**config.mk**
```make
export PLATFORM = sky130hd
export DESIGN_NAME = sn74ls31_arb
export DESIGN_NICKNAME = d
export VERILOG_FILES = /design/src/rtl/sn74ls31_arb.sv
export SDC_FILE = /design/constraint.sdc
export NUM_CORES = 1
export LEC_CHECK = 0
export ABC_AREA = 1
export BUFFER_PORTS_ARGS = -buffer_cell sky130_fd_sc_hd__buf_2
export CORE_ASPECT_RATIO = 0.5
export CORE_UTILIZATION = 35
export CTS_CLUSTER_DIAMETER = 80
export DETAILED_ROUTE_END_ITERATION = 8
export PLACE_DENSITY = 0.57
export RECOVER_POWER = 100
export SLEW_MARGIN = 0
export SYNTH_ARGS = -nofsm -noshare
export SYNTH_HDL_FRONTEND = slang
export SYNTH_SLANG_ARGS = --single-unit
```
**constraint.sdc**
```tcl
create_clock -name clk -period 1.8 [get_ports clk]
set_input_delay 0.18 -clock clk [delete_from_list [all_inputs] [get_ports clk]]
set_output_delay 0.18 -clock clk [all_outputs]
set_load 0.03 [all_outputs]
```
**src/rtl/sn74ls31_arb.sv**
```systemverilog
// Round-robin arbiter that lends one inverting delay element to four requesters and measures its delay.
// Optional timeout per wait phase is compiled in with `define SN74LS31_ARB_TMO_EN (parameter TMO).
module sn74ls31_arb #(
    parameter int TMO = 200
) (
    input  logic       clk,
    input  logic       clr_n,
    input  logic [3:0] req,
    output logic [3:0] gnt,
    output logic [3:0] done,
    output logic       a,
    input  logic       y,
    output logic [7:0] dly,
    output logic       err,
    output logic [1:0] dbg_state
);

    typedef enum logic [1:0] {
        IDLE = 2'd0,
        HIGH = 2'd1,
        LOW  = 2'd2,
        DONE = 2'd3
    } state_t;

    state_t     state;
    state_t     state_nx;
    logic       y_s1;
    logic       ys;
    logic [7:0] cnt;
    logic [1:0] ptr;
    logic [1:0] gsel;
    logic [1:0] pick;
    logic [1:0] idx;
    logic       any_req;
    logic       tmo_hit;

    // y is asynchronous to clk; only the second flop is ever looked at.
    always_ff @(posedge clk or negedge clr_n) begin
        if (!clr_n) begin
            y_s1 <= 1'b1;
            ys   <= 1'b1;
        end else begin
            y_s1 <= y;
            ys   <= y_s1;
        end
    end

    // Scan downward in priority so the nearest set bit after ptr wins last.
    always_comb begin
        pick    = ptr;
        idx     = 2'd0;
        any_req = |req;
        for (int i = 4; i >= 1; i--) begin
            idx = ptr + i[1:0];
            if (req[idx]) pick = idx;
        end
    end

`ifdef SN74LS31_ARB_TMO_EN
    localparam int TW = $clog2(TMO + 1);
    logic [TW-1:0] tmr;

    // Phase timer restarts whenever the FSM changes state.
    always_ff @(posedge clk or negedge clr_n) begin
        if (!clr_n) begin
            tmr <= '0;
        end else if (state == IDLE || state != state_nx) begin
            tmr <= '0;
        end else begin
            tmr <= tmr + TW'(1);
        end
    end

    assign tmo_hit = (tmr == TW'(TMO - 1));

    always_ff @(posedge clk or negedge clr_n) begin
        if (!clr_n) begin
            err <= 1'b0;
        end else if (state == IDLE && any_req) begin
            err <= 1'b0;
        end else if (((state == HIGH && ys) || (state == LOW && !ys)) && tmo_hit) begin
            err <= 1'b1;
        end
    end
`else
    // Timeout disabled: constant false, the phases wait forever.
    assign tmo_hit = (TMO < 0);
    assign err     = 1'b0;
`endif

    always_ff @(posedge clk or negedge clr_n) begin
        if (!clr_n) begin
            state <= IDLE;
        end else begin
            state <= state_nx;
        end
    end

    always_comb begin
        state_nx = state;
        case (state)
            IDLE: if (any_req) state_nx = HIGH;
            HIGH: begin
                if (!ys)          state_nx = LOW;
                else if (tmo_hit) state_nx = DONE;
            end
            LOW: begin
                if (ys)           state_nx = DONE;
                else if (tmo_hit) state_nx = DONE;
            end
            DONE:    state_nx = IDLE;
            default: state_nx = IDLE;
        endcase
    end

    always_comb begin
        done      = (state == DONE) ? gnt : 4'b0000;
        dbg_state = state;
    end

    // Datapath: grant, delay drive and measurement.
    always_ff @(posedge clk or negedge clr_n) begin
        if (!clr_n) begin
            gnt  <= 4'b0000;
            gsel <= 2'd0;
            a    <= 1'b0;
            cnt  <= 8'd0;
            dly  <= 8'd0;
            ptr  <= 2'd3;
        end else begin
            case (state)
                IDLE: begin
                    if (any_req) begin
                        gnt  <= 4'b0001 << pick;
                        gsel <= pick;
                        a    <= 1'b1;
                        cnt  <= 8'd0;
                    end
                end
                HIGH: begin
                    if (!ys) begin
                        // The synchroniser lag makes cnt+1 equal to the element delay plus two.
                        dly <= (cnt == 8'hff) ? 8'hff : cnt + 8'd1;
                        a   <= 1'b0;
                        cnt <= 8'd0;
                    end else if (tmo_hit) begin
                        a   <= 1'b0;
                        dly <= 8'hff;
                    end else if (cnt != 8'hff) begin
                        cnt <= cnt + 8'd1;
                    end
                end
                LOW: begin
                    a <= 1'b0;
                end
                DONE: begin
                    gnt <= 4'b0000;
                    ptr <= gsel;
                end
                default: begin
                    gnt <= 4'b0000;
                    a   <= 1'b0;
                end
            endcase
        end
    end

endmodule

```
Word level (Yosys, flattened, before mapping) --
Index checks and enable logic that the tools add are counted.
Word-level totals: word-level logic and storage cells 62, flip-flop bits (word level) 29, input port bits 7, output and inout bits 20
Cells by class: bitwise gates (word level) 1, add/subtract/negate cells 4, order comparisons 3, mux-type cells 24, equality and inequality tests 9, reduce and logical (&&, ||, !) cells 11, shift-type cells 1
Operator list (count):
- 8-bit two-way mux | 4
- 8-bit case mux with 2 select lines | 1
- 2-bit two-way mux | 6
- 2-bit by 3-bit less-than comparator with 1-bit output (second input constant) | 3
- 3-bit AND reduction | 3
- 8-bit by 1-bit adder with 8-bit output (second input constant) | 1
- 8-bit equality test (second input constant) | 1
- 4-bit two-way mux | 2
- 8-bit != test (second input constant) | 1
- 2-bit case mux with 4 select lines | 1
- 4-bit case mux with 2 select lines | 1
- 1-bit binary-select mux with 2-bit select | 3
- 2-bit != test (second input constant) | 3
- 2-bit AND reduction | 3
- 1-bit two-way mux | 5
- 2-bit adder (second input constant) | 2
- 2-bit equality test (second input constant) | 2
- 2-bit nonzero test | 2
- 4-bit OR reduction | 1
- 1-bit by 2-bit << shifter with 4-bit output (first input constant) | 1
- 3-bit != test (second input constant) | 1
- 1-bit case mux with 3 select lines | 1
- 3-bit nonzero test | 1
- 2-bit by 1-bit adder with 2-bit output (second input constant) | 1
- 3 further kinds | 3

Longest topological paths before layout --
Gate-level depths: netlist of run 1.
depth in word-level cells 9, mapped depth 12, mapped depth without buffers 11

Worst setup path after synthesis of run 1 --
Ideal clock, no wire load.
kind reg-to-reg, start register state[1] (netlist: dbg_state[1]), end register dly[5], buffers on the path 0, required time 1669 ps, setup time 131 ps, period minus slack after synthesis 1588 ps, cell stages (with the launch flop) 7, setup slack 212 ps, data arrival time 1457 ps, path through dfrtp_1 -> inv_1 -> ha_1 -> inv_1 -> nor2_2 -> a21boi_2 -> a21oi_1
On the way: longest elaborated chain between the ends 2
RTL lines:
- start, declared | RTL line 25 | state_t state;
- start signal, assigned | RTL line 95 | state <= state_nx;
- 2-bit by 1-bit equality test with 1-bit output | RTL line 131 | case (state)
- 2-bit AND reduction (no line)
- end signal, assigned | RTL line 143 | dly <= (cnt == 8'hff) ? 8'hff : cnt + 8'd1;
- end, declared | RTL line 13 | output logic [7:0] dly,
No other way between the ends. A chain may end at the register's enable or synchronous reset.

Final worst setup path of run 1 --
start register state[0] (netlist: dbg_state[0]), end output port done[3]
On the way: longest elaborated chain between the ends 2
RTL lines:
- 2-bit equality test | RTL line 117 | done = (state == DONE) ? gnt : 4'b0000;
- 4-bit two-way mux | RTL line 117
- end, declared | RTL line 10 | output logic [3:0] done,
No other way between the ends.

==> summary.md, run 1 <==
| Metric | Value |
|---|---|
| Vias in the first global route | `~1200` |
| Final setup violation count | `0` |
| Period utilisation layout | `0.889` |
| Total routing resource utilization after global routing | `0.140` |
| Chain of cells forming the critical path | `ha_1, nand2_1, inv_1, clkbuf_2` |
| Count of cells resized by post-cts repair | `0` |
| Max-slew violations | `0` |
| MaxCap Viol Count | `0` |
| Peak supply drop | `~0.5 mV` |
| Critical path type | `flop to output port` |
| Clock tree from TritonCTS | `done` |
| Total design power | `just over 3 mW` |
| Fraction of post-synthesis cell area in the top cell type by area | `0.397` |
| Width of the chip | `96.8 um` |
| Maximum clock frequency | `around 620 MHz` |
| Post-DP HPWL | `2.18 mm` |
| R2R setup slack | `roughly 0.20 ns` |
| Final design area excluding fillers | `1840 um2` |
| Highest routed layer | `met4` |
| Cell area reported after detailed placement | `1750 um2` |
| I/O pin count | `27` |
| Time the final worst path needs with I/O delays and setup | `1.60 ns` |
| Max-Slew Margin vs Limit | `0.519` |
| Clock skew after layout | `0.00477 ns` |
| Seq/Total Area, Yosys | `0.464` |
| Post-Route M1 WL | `between 1.5 and 2 mm` |
| Root Buffer Master | `sky130_fd_sc_hd__clkbuf_8` |
| Flip-flop and latch count after synthesis | `29` |
| Setup slack after layout | `between 0.15 and 0.2 ns` |
| Ant. Diodes | `0` |
| Row Count | `16` |
| Unrepaired setup endpoints after global routing | `false` |
| Clock Latency Late Sink | `between 0.2 and 0.3 ns` |
| 1st-iter DRT viols | `41` |
| Number of remaining DRC errors | `0` |
| Mapped Area | `~1600 um2` |
| Number of warning messages in the yosys log | `0` |
| Peak fanout along the critical path | `10` |
| Share of post-route cells with drive strength above 1 | `0.157` |
| Routability-driven placement congestion ratio | `between 0.7 and 0.8` |
| Synth Flop Type | `sky130_fd_sc_hd__dfrtp_1` |
| Outcome | `complete, no violations` |
| Vias per Instance | `4.60` |
| Mean cell area of the mapped netlist | `slightly below 8 um2` |
| Hold Violations, Final | `0` |
| Routed wire length on met3 | `roughly 90 um` |
| Data required time of the worst path | `1.62 ns` |
| Path class of the lowest-slack min-delay path | `flop to flop` |
| Delay of the slowest cell on the worst path | `0.41 ns` |
| Total Routed Length | `roughly 3.1 mm` |
| Pleak | `0.964 nW` |
| Number of nets in the finished design | `between 200 and 250` |
| Cells after synthesis | `201` |
| Ranking of synthesized cells by area | `sky130_fd_sc_hd__dfrtp_1 40%, sky130_fd_sc_hd__nand2_1 16%, sky130_fd_sc_hd__dfstp_2 6.7%` |
| Met2 routed WL | `around 1.4 mm` |
| Initial cell density of the core | `0.384` |
| Startpoint type of the worst setup path | `flop` |
| CTS clock-pin slew for the worst setup and hold paths | `around 0.06 ns` |
| Setup TNS | `0 ns` |
| Power density over the cells | `1680 nW/um2` |
| Number of buffers added by the clock tree synthesis step | `5` |
| Library cell contributing the largest single delay on the critical path | `sky130_fd_sc_hd__dfrtp_1` |
| Area growth from synthesis to layout | `16.8%` |
| Antenna violations before repair | `0` |
| Gr ovfl total | `0` |
| Global-route wire length before repair | `between 5 and 6 mm` |
| Count of antenna-violating nets left after detailed routing | `0` |
| Drt wl/cell | `10.7 um` |
| Netlist cell types | `27` |
| Maximum level of the CTS H-tree | `2` |
| Post-synthesis net count | `approximately 210` |
| Number of enable flip-flop cells after synthesis | `0` |
| Core box area | `4100 um2` |
| Measured slew at the worst slew-check pin | `~0.72 ns` |
| Die Ht | `between 40 and 50 um` |
| Fillcell total | `420` |
| Vias | `about 1300` |
| Post-synth top area cell | `sky130_fd_sc_hd__dfrtp_1` |
| Pin count of the biggest net entering global routing | `30` |
| Worst-case clock buffer depth | `2` |
| Final hold slack | `approximately 0.35 ns` |
| Post-placement setup slack | `about 0.15 ns` |
| Number of sinks handled by clock tree synthesis | `29` |
| Die area | `4790 um2` |
| Buffers added on ports | `25` |
| Signal arrival time at the worst endpoint | `1.42 ns` |
| Endpoint kind of the worst setup timing path | `output port` |
| Pre-Repair DR Iteration Count | `4` |
| Synth async-reset ratio | `1.00` |
[placed cells by master, fill, tap and decap left out]
| cell | instances |
|---|---|
| sky130_fd_sc_hd__nand3_1 | 9 |
| sky130_fd_sc_hd__o211ai_1 | 1 |
| sky130_fd_sc_hd__ha_1 | 5 |
| sky130_fd_sc_hd__xnor2_1 | 1 |
| sky130_fd_sc_hd__inv_1 | 25 |
| sky130_fd_sc_hd__o211ai_4 | 1 |
| sky130_fd_sc_hd__inv_6 | 1 |
| sky130_fd_sc_hd__a21boi_2 | 1 |
| sky130_fd_sc_hd__a21oi_2 | 1 |
| sky130_fd_sc_hd__nand4_1 | 2 |
| sky130_fd_sc_hd__nand2_2 | 5 |
| sky130_fd_sc_hd__inv_2 | 1 |
| sky130_fd_sc_hd__dfstp_2 | 4 |
| sky130_fd_sc_hd__clkinv_2 | 2 |
| sky130_fd_sc_hd__clkbuf_2 | 5 |
| sky130_fd_sc_hd__clkbuf_1 | 16 |
| sky130_fd_sc_hd__a31oi_1 | 1 |
| sky130_fd_sc_hd__xor2_1 | 5 |
| sky130_fd_sc_hd__o21ai_1 | 1 |
| sky130_fd_sc_hd__or2_2 | 2 |
| sky130_fd_sc_hd__buf_4 | 2 |
| sky130_fd_sc_hd__conb_1 | 1 |
| sky130_fd_sc_hd__a21oi_1 | 9 |
| sky130_fd_sc_hd__nor2_2 | 2 |
| sky130_fd_sc_hd__nor2_1 | 13 |
| sky130_fd_sc_hd__o21ai_0 | 12 |
| sky130_fd_sc_hd__clkbuf_8 | 5 |
| sky130_fd_sc_hd__buf_2 | 5 |
| sky130_fd_sc_hd__dfrtp_1 | 25 |
| sky130_fd_sc_hd__nand2_1 | 70 |
| sky130_fd_sc_hd__dlygate4sd3_1 | 2 |
[layout make-up]
cell class	count	area, um2	area share
clock buffers	6	72.6	0.0395
inverters	27	106	0.0579
clock inverters	2	10.0	0.00545
well taps	54	67.6	0.0368
multi-input cells	142	709	0.386
repair buffers	29	141	0.0769
flip-flops and latches	29	731	0.398
[metal layers]
metal  track usage  vias up
met3        0.0430        4
li1              -      692
met1         0.181      616
met4        0.0672        0
met5             0        -
met2         0.216       18
[state kept, by name (all words and copies together), names as in the netlist]
register   cells
dly            8
cnt            8
y_s1           1
gnt            4
gsel           2
ptr            2
a              1
ys             1
dbg_state      2
[cell families after synthesis]
logic type	count (synthesis)	share of synthesized area
fa+ha+maj	5	0.0397
compound gates	27	0.105
xor+xnor	6	0.0334
simple gates	103	0.273
buf+inv	30	0.0819
other cells	1	0.00238
flops	29	0.464
[synth_stat cells (2+ instances only)]
| master | number |
|---|---|
| sky130_fd_sc_hd__a21oi_1 | 9 |
| sky130_fd_sc_hd__xor2_1 | 5 |
| sky130_fd_sc_hd__nor2_1 | 12 |
| sky130_fd_sc_hd__dfstp_2 | 4 |
| sky130_fd_sc_hd__nand3_1 | 9 |
| sky130_fd_sc_hd__o21ai_0 | 12 |
| sky130_fd_sc_hd__inv_1 | 24 |
| sky130_fd_sc_hd__nand2_1 | 69 |
| sky130_fd_sc_hd__nand4_1 | 2 |
| sky130_fd_sc_hd__inv_2 | 2 |
| sky130_fd_sc_hd__or2_2 | 2 |
| sky130_fd_sc_hd__nand2_2 | 6 |
| sky130_fd_sc_hd__ha_1 | 5 |
| sky130_fd_sc_hd__dfrtp_1 | 25 |
| sky130_fd_sc_hd__nor2_2 | 3 |
[worst max-delay path: cells and delay by family, from the launching register on]
| kind | cells | cell delay [ns] |
|---|---|---|
| adders and majority gates | 1 | 0.37 |
| buffers and inverters | 2 | 0.26 |
| DFF | 1 | 0.41 |
| and+or+nand+nor | 1 | 0.10 |
[power breakdown]
part	switching (mW)	leakage (nW)	internal, mW
combinational	1.08	0.559	0.469
sequential	0.151	0.360	0.874
clock	0.237	0.0450	0.267
[metrics by stage]
step | std cells | util
finish | 289 | 0.448
global route | 289 | 0.448
CTS | 288 | 0.452
detailed placement | 278 | 0.427
global placement | 278 | 0.427
floorplan | 201 | -
[repair_timing]
action                                  4_1_cts  5_1_grt
setup buffers                                 0        1
hold endpoints to repair                     26        0
hold buffers                                  2        0
endpoints found under the setup margin        0        4
[final timing paths]
path	start	to	cells after the start
setup / recovery	dbg_state[0]$_DFFE_PN0P_	done[3]	4
hold / removal	y_s1$_DFF_PN1_	ys$_DFF_PN1_	0
setup reg to reg	ptr[0]$_DFFE_PN1P_	gnt[1]$_DFFE_PN0P_	11
hold reg to reg	y_s1$_DFF_PN1_	ys$_DFF_PN1_	0
max in group asynchronous	clr_n	cnt[2]$_DFFE_PN0P_	2
min in group asynchronous	clr_n	cnt[1]$_DFFE_PN0P_	2
Note: power is estimated with default switching activity, not from simulation.
==> inputs of run 2 (changes only) <==
--- a/config.mk
+++ b/config.mk
@@ -5,7 +5,6 @@
 export SDC_FILE = /design/constraint.sdc
 export NUM_CORES = 1
 export LEC_CHECK = 0
-export ABC_AREA = 1
 export BUFFER_PORTS_ARGS = -buffer_cell sky130_fd_sc_hd__buf_2
 export CORE_ASPECT_RATIO = 0.5
 export CORE_UTILIZATION = 35
==> run 2 against run 1 <==
  * Cell count is 13% lower
  * Flip-flop and latch count unchanged
  * Total power decreased by 4.9%
  * Combinational power shrank 12%
  * Die area decreased by 1.6%
  * Register-to-register slack lost 0.03 ns
  * Final area grew 2.9%
  * Global-route usage increased by 2.1 points
  * Hold slack improved by 0.0030 ns
  * Critical path type unchanged
  * Largest power group unchanged
  * Highest routed layer unchanged
==> summary.md, run 2 <==
| Metric | Value |
|---|---|
| Outcome | `complete, no violations` |
| Number of buffers added by the clock tree synthesis step | `5` |
| Number of nets in the finished design | `207` |
| Hold Violations, Final | `0` |
| Vias in the first global route | `approximately 1200` |
| Setup TNS | `0 ns` |
| Signal arrival time at the worst endpoint | `between 1 and 1.5 ns` |
| Total design power | `around 2.9 mW` |
| Most frequently used cell type in the post-synthesis netlist | `sky130_fd_sc_hd__dfrtp_1` |
| Drt wl/cell | `roughly 13 um` |
| Ant. Diodes | `0` |
| Dominant combinational cell family by area after synthesis | `compound AO/OA/AOI/OAI gates` |
| Mean cell area of the mapped netlist | `about 10 um2` |
| Post-CTS setup-driven buffer insertion count | `0` |
| Global-route wire length before repair | `about 5.8 mm` |
| Total Routed Length | `3.22 mm` |
| XOR/XNOR Fraction of Synth Area | `0.00566` |
| Area growth from synthesis to layout | `22.2%` |
| Chain of cells forming the critical path | `buf_4, ha_1, and2_1, clkbuf_2` |
| Pleak | `~0.84 nW` |
| Synth Flop Type | `sky130_fd_sc_hd__dfrtp_1` |
| Measured slew at the worst slew-check pin | `0.716 ns` |
| Post-synth top area cell | `sky130_fd_sc_hd__dfrtp_1` |
| Period utilisation layout | `0.917` |
| 1st-iter DRT viols | `32` |
| Initial cell density of the core | `0.381` |
| Post-DP HPWL | `~2.4 mm` |
| Pin count of the biggest net entering global routing | `30` |
| Number of warning messages in the yosys log | `0` |
| Clock skew after layout | `0.00316 ns` |
| Total routing resource utilization after global routing | `0.162` |
| Most used cells in the layout excluding fill and tap cells | `25 x sky130_fd_sc_hd__dfrtp_1, 16 x sky130_fd_sc_hd__clkbuf_1, 14 x sky130_fd_sc_hd__nand2_1, 14 x sky130_fd_sc_hd__nor2_1, 11 x sky130_fd_sc_hd__o21ai_0` |
| Endpoint kind of the worst setup timing path | `output port` |
| Max-Slew Margin vs Limit | `0.522` |
| Post-synthesis net count | `around 170` |
| Mapped Area | `~1500 um2` |
| Netlist cell types | `47` |
| Library cell contributing the largest single delay on the critical path | `sky130_fd_sc_hd__dfrtp_1` |
| Ranking of synthesized cells by area | `sky130_fd_sc_hd__dfrtp_1 40%, sky130_fd_sc_hd__dfstp_2 6.8%, sky130_fd_sc_hd__ha_1 4.0%` |
| Cells after synthesis | `155` |
| I/O pin count | `27` |
| Share of post-route cells with drive strength above 1 | `0.199` |
| Routability-driven placement congestion ratio | `0.828` |
| Compound-cell area share of the yosys netlist | `0.213` |
| Vias per Instance | `approximately 5.1` |
| MaxCap Viol Count | `0` |
| Time the final worst path needs with I/O delays and setup | `approximately 1.7 ns` |
| Path class of the lowest-slack min-delay path | `flop to flop` |
| Antenna violations before repair | `0` |
| Buffers added on ports | `25` |
| Startpoint type of the worst setup path | `flop` |
| Most frequent standard cell in the layout excluding fill and tap cells | `sky130_fd_sc_hd__dfrtp_1` |
| Unrepaired setup endpoints after global routing | `false` |
| Gr ovfl total | `0` |
| Core box area | `4060 um2` |
| Clock tree from TritonCTS | `done` |
| Share of synthesized area spent on multiplexers | `0.0275` |
| Vias | `1268` |
| Final design area excluding fillers | `approximately 1900 um2` |
| Delay of the slowest cell on the worst path | `between 0.3 and 0.4 ns` |
| Fillcell total | `about 420` |
| Power density over the cells | `roughly 1500 nW/um2` |
| CTS clock-pin slew for the worst setup and hold paths | `0.06 ns` |
| Number of sinks handled by clock tree synthesis | `29` |
| Root Buffer Master | `sky130_fd_sc_hd__clkbuf_8` |
| Number of remaining DRC errors | `0` |
| Width of the chip | `about 96 um` |
| Area of the multi-input gates | `~770 um2` |
| R2R setup slack | `0.17 ns` |
| Clock Latency Late Sink | `roughly 0.28 ns` |
| Fraction of post-synthesis cell area in the top cell type by area | `0.404` |
| Worst-case clock buffer depth | `2` |
| Simple-gate portion of the synthesized area | `0.209` |
| Critical path type | `flop to output port` |
| Synth async-reset ratio | `1.00` |
| Seq/Total Area, Yosys | `0.472` |
| Sum of buffers and inverters on the critical path | `2` |
| Max-slew violations | `0` |
| Footprint of the flip-flops and latches | `731 um2` |
| Number of enable flip-flop cells after synthesis | `0` |
| Die Ht | `49.0 um` |
| Peak supply drop | `0.401 mV` |
| Maximum level of the CTS H-tree | `2` |
| Cell area reported after detailed placement | `1800 um2` |
| Die area | `about 4700 um2` |
| Count of antenna-violating nets left after detailed routing | `0` |
| Pre-Repair DR Iteration Count | `6` |
| Peak fanout along the critical path | `10` |
| Flip-flop and latch count after synthesis | `29` |
| Row Count | `16` |
| Adder-cell share of the synthesized area | `0.0404` |
| Maximum clock frequency | `between 600 and 700 MHz` |
| Final setup violation count | `0` |
| Largest registers ranked by flip-flop count | `cnt: 8 flops, dly: 8 flops, gnt: 4 flops` |
| Data required time of the worst path | `between 1.5 and 2 ns` |
| Kind of cell adding the most delay to the critical path | `flip-flops` |
| Commonest cells in the synthesized netlist | `25 x sky130_fd_sc_hd__dfrtp_1, 14 x sky130_fd_sc_hd__nand2_1, 14 x sky130_fd_sc_hd__nor2_1` |
## run 2: changes by cell type after synthesis, sizes merged, moves of 4 or more
cell / delta
nand2: -61
inv: -21
nand3: -6
nor3: +6
and2: +5
nand2b: +5
xor2: -5
a21o: +4
o2bb2ai: +4
## run 2: repair_timing
action | 4_1_cts | 5_1_grt
hold buffers | 2 | 0
setup endpoints to repair | 0 | 3
hold endpoints to repair | 26 | 0
gates resized for setup | 0 | 1
## run 2: per-layer routing
layer  global-route usage  wire, um
met1                0.224      1630
met2                0.239      1420
met3               0.0467       122
met4               0.0597        47
met5                    0         0
## run 2: cell type report
cell class	instances	area share
inverters	6	0.0119
multi-input cells	116	0.408
clock buffers	7	0.0510
clock inverters	1	0.00265
flip-flops and latches	29	0.386
well taps	54	0.0357
repair buffers	37	0.105
## run 2: per-stage QoR
step / hold slack, ns / utilization / setup slack (ns) / cells
finish: 0.358 / 0.465 / 0.149 / 250
floorplan: -0.116 / - / 0.0417 / 155
global placement: 0.243 / 0.442 / 0.187 / 240
detailed placement: 0.252 / 0.442 / 0.111 / 240
global route: 0.361 / 0.465 / 0.0163 / 250
CTS: 0.361 / 0.472 / 0.114 / 250
## run 2: power breakdown
part           total, mW  switching, mW  internal (mW)  leakage [nW]
Combinational       1.36          0.865          0.496         0.420
Clock              0.597          0.252          0.345        0.0542
Sequential         0.971          0.119          0.852         0.365
## run 2: cells by family after synthesis
| kind of cell | after synthesis |
|---|---|
| AOI/OAI and AO/OA | 46 |
| adders and majority gates | 5 |
| and+or+nand+nor | 59 |
| buffers and inverters | 10 |
| muxes | 4 |
| other | 1 |
| xor gates and xnor gates | 1 |
| DFF | 29 |
## run 2: worst register-to-register path: stages (launching register included)
cell and delay [ns]:
sky130_fd_sc_hd__dfrtp_1 0.37, sky130_fd_sc_hd__inv_1 0.10, sky130_fd_sc_hd__ha_2 0.26, sky130_fd_sc_hd__nor2_1 0.08, sky130_fd_sc_hd__a21oi_2 0.26, sky130_fd_sc_hd__o21ai_4 0.13, sky130_fd_sc_hd__a211o_1 0.31
## run 2: path summary, 6_finish.rpt
| check | startpoint | to | cells past startpoint |
|---|---|---|---|
| min reg2reg | y_s1$_DFF_PN1_ | ys$_DFF_PN1_ | 0 |
| max in group asynchronous | clr_n | gsel[0]$_DFFE_PN0P_ | 2 |
| max reg2reg | dbg_state[1]$_DFFE_PN0P_ | cnt[6]$_DFFE_PN0P_ | 6 |
| min in group asynchronous | clr_n | dly[7]$_DFFE_PN0P_ | 2 |
| min | y_s1$_DFF_PN1_ | ys$_DFF_PN1_ | 0 |
| max | dbg_state[0]$_DFFE_PN0P_ | done[3] | 4 |
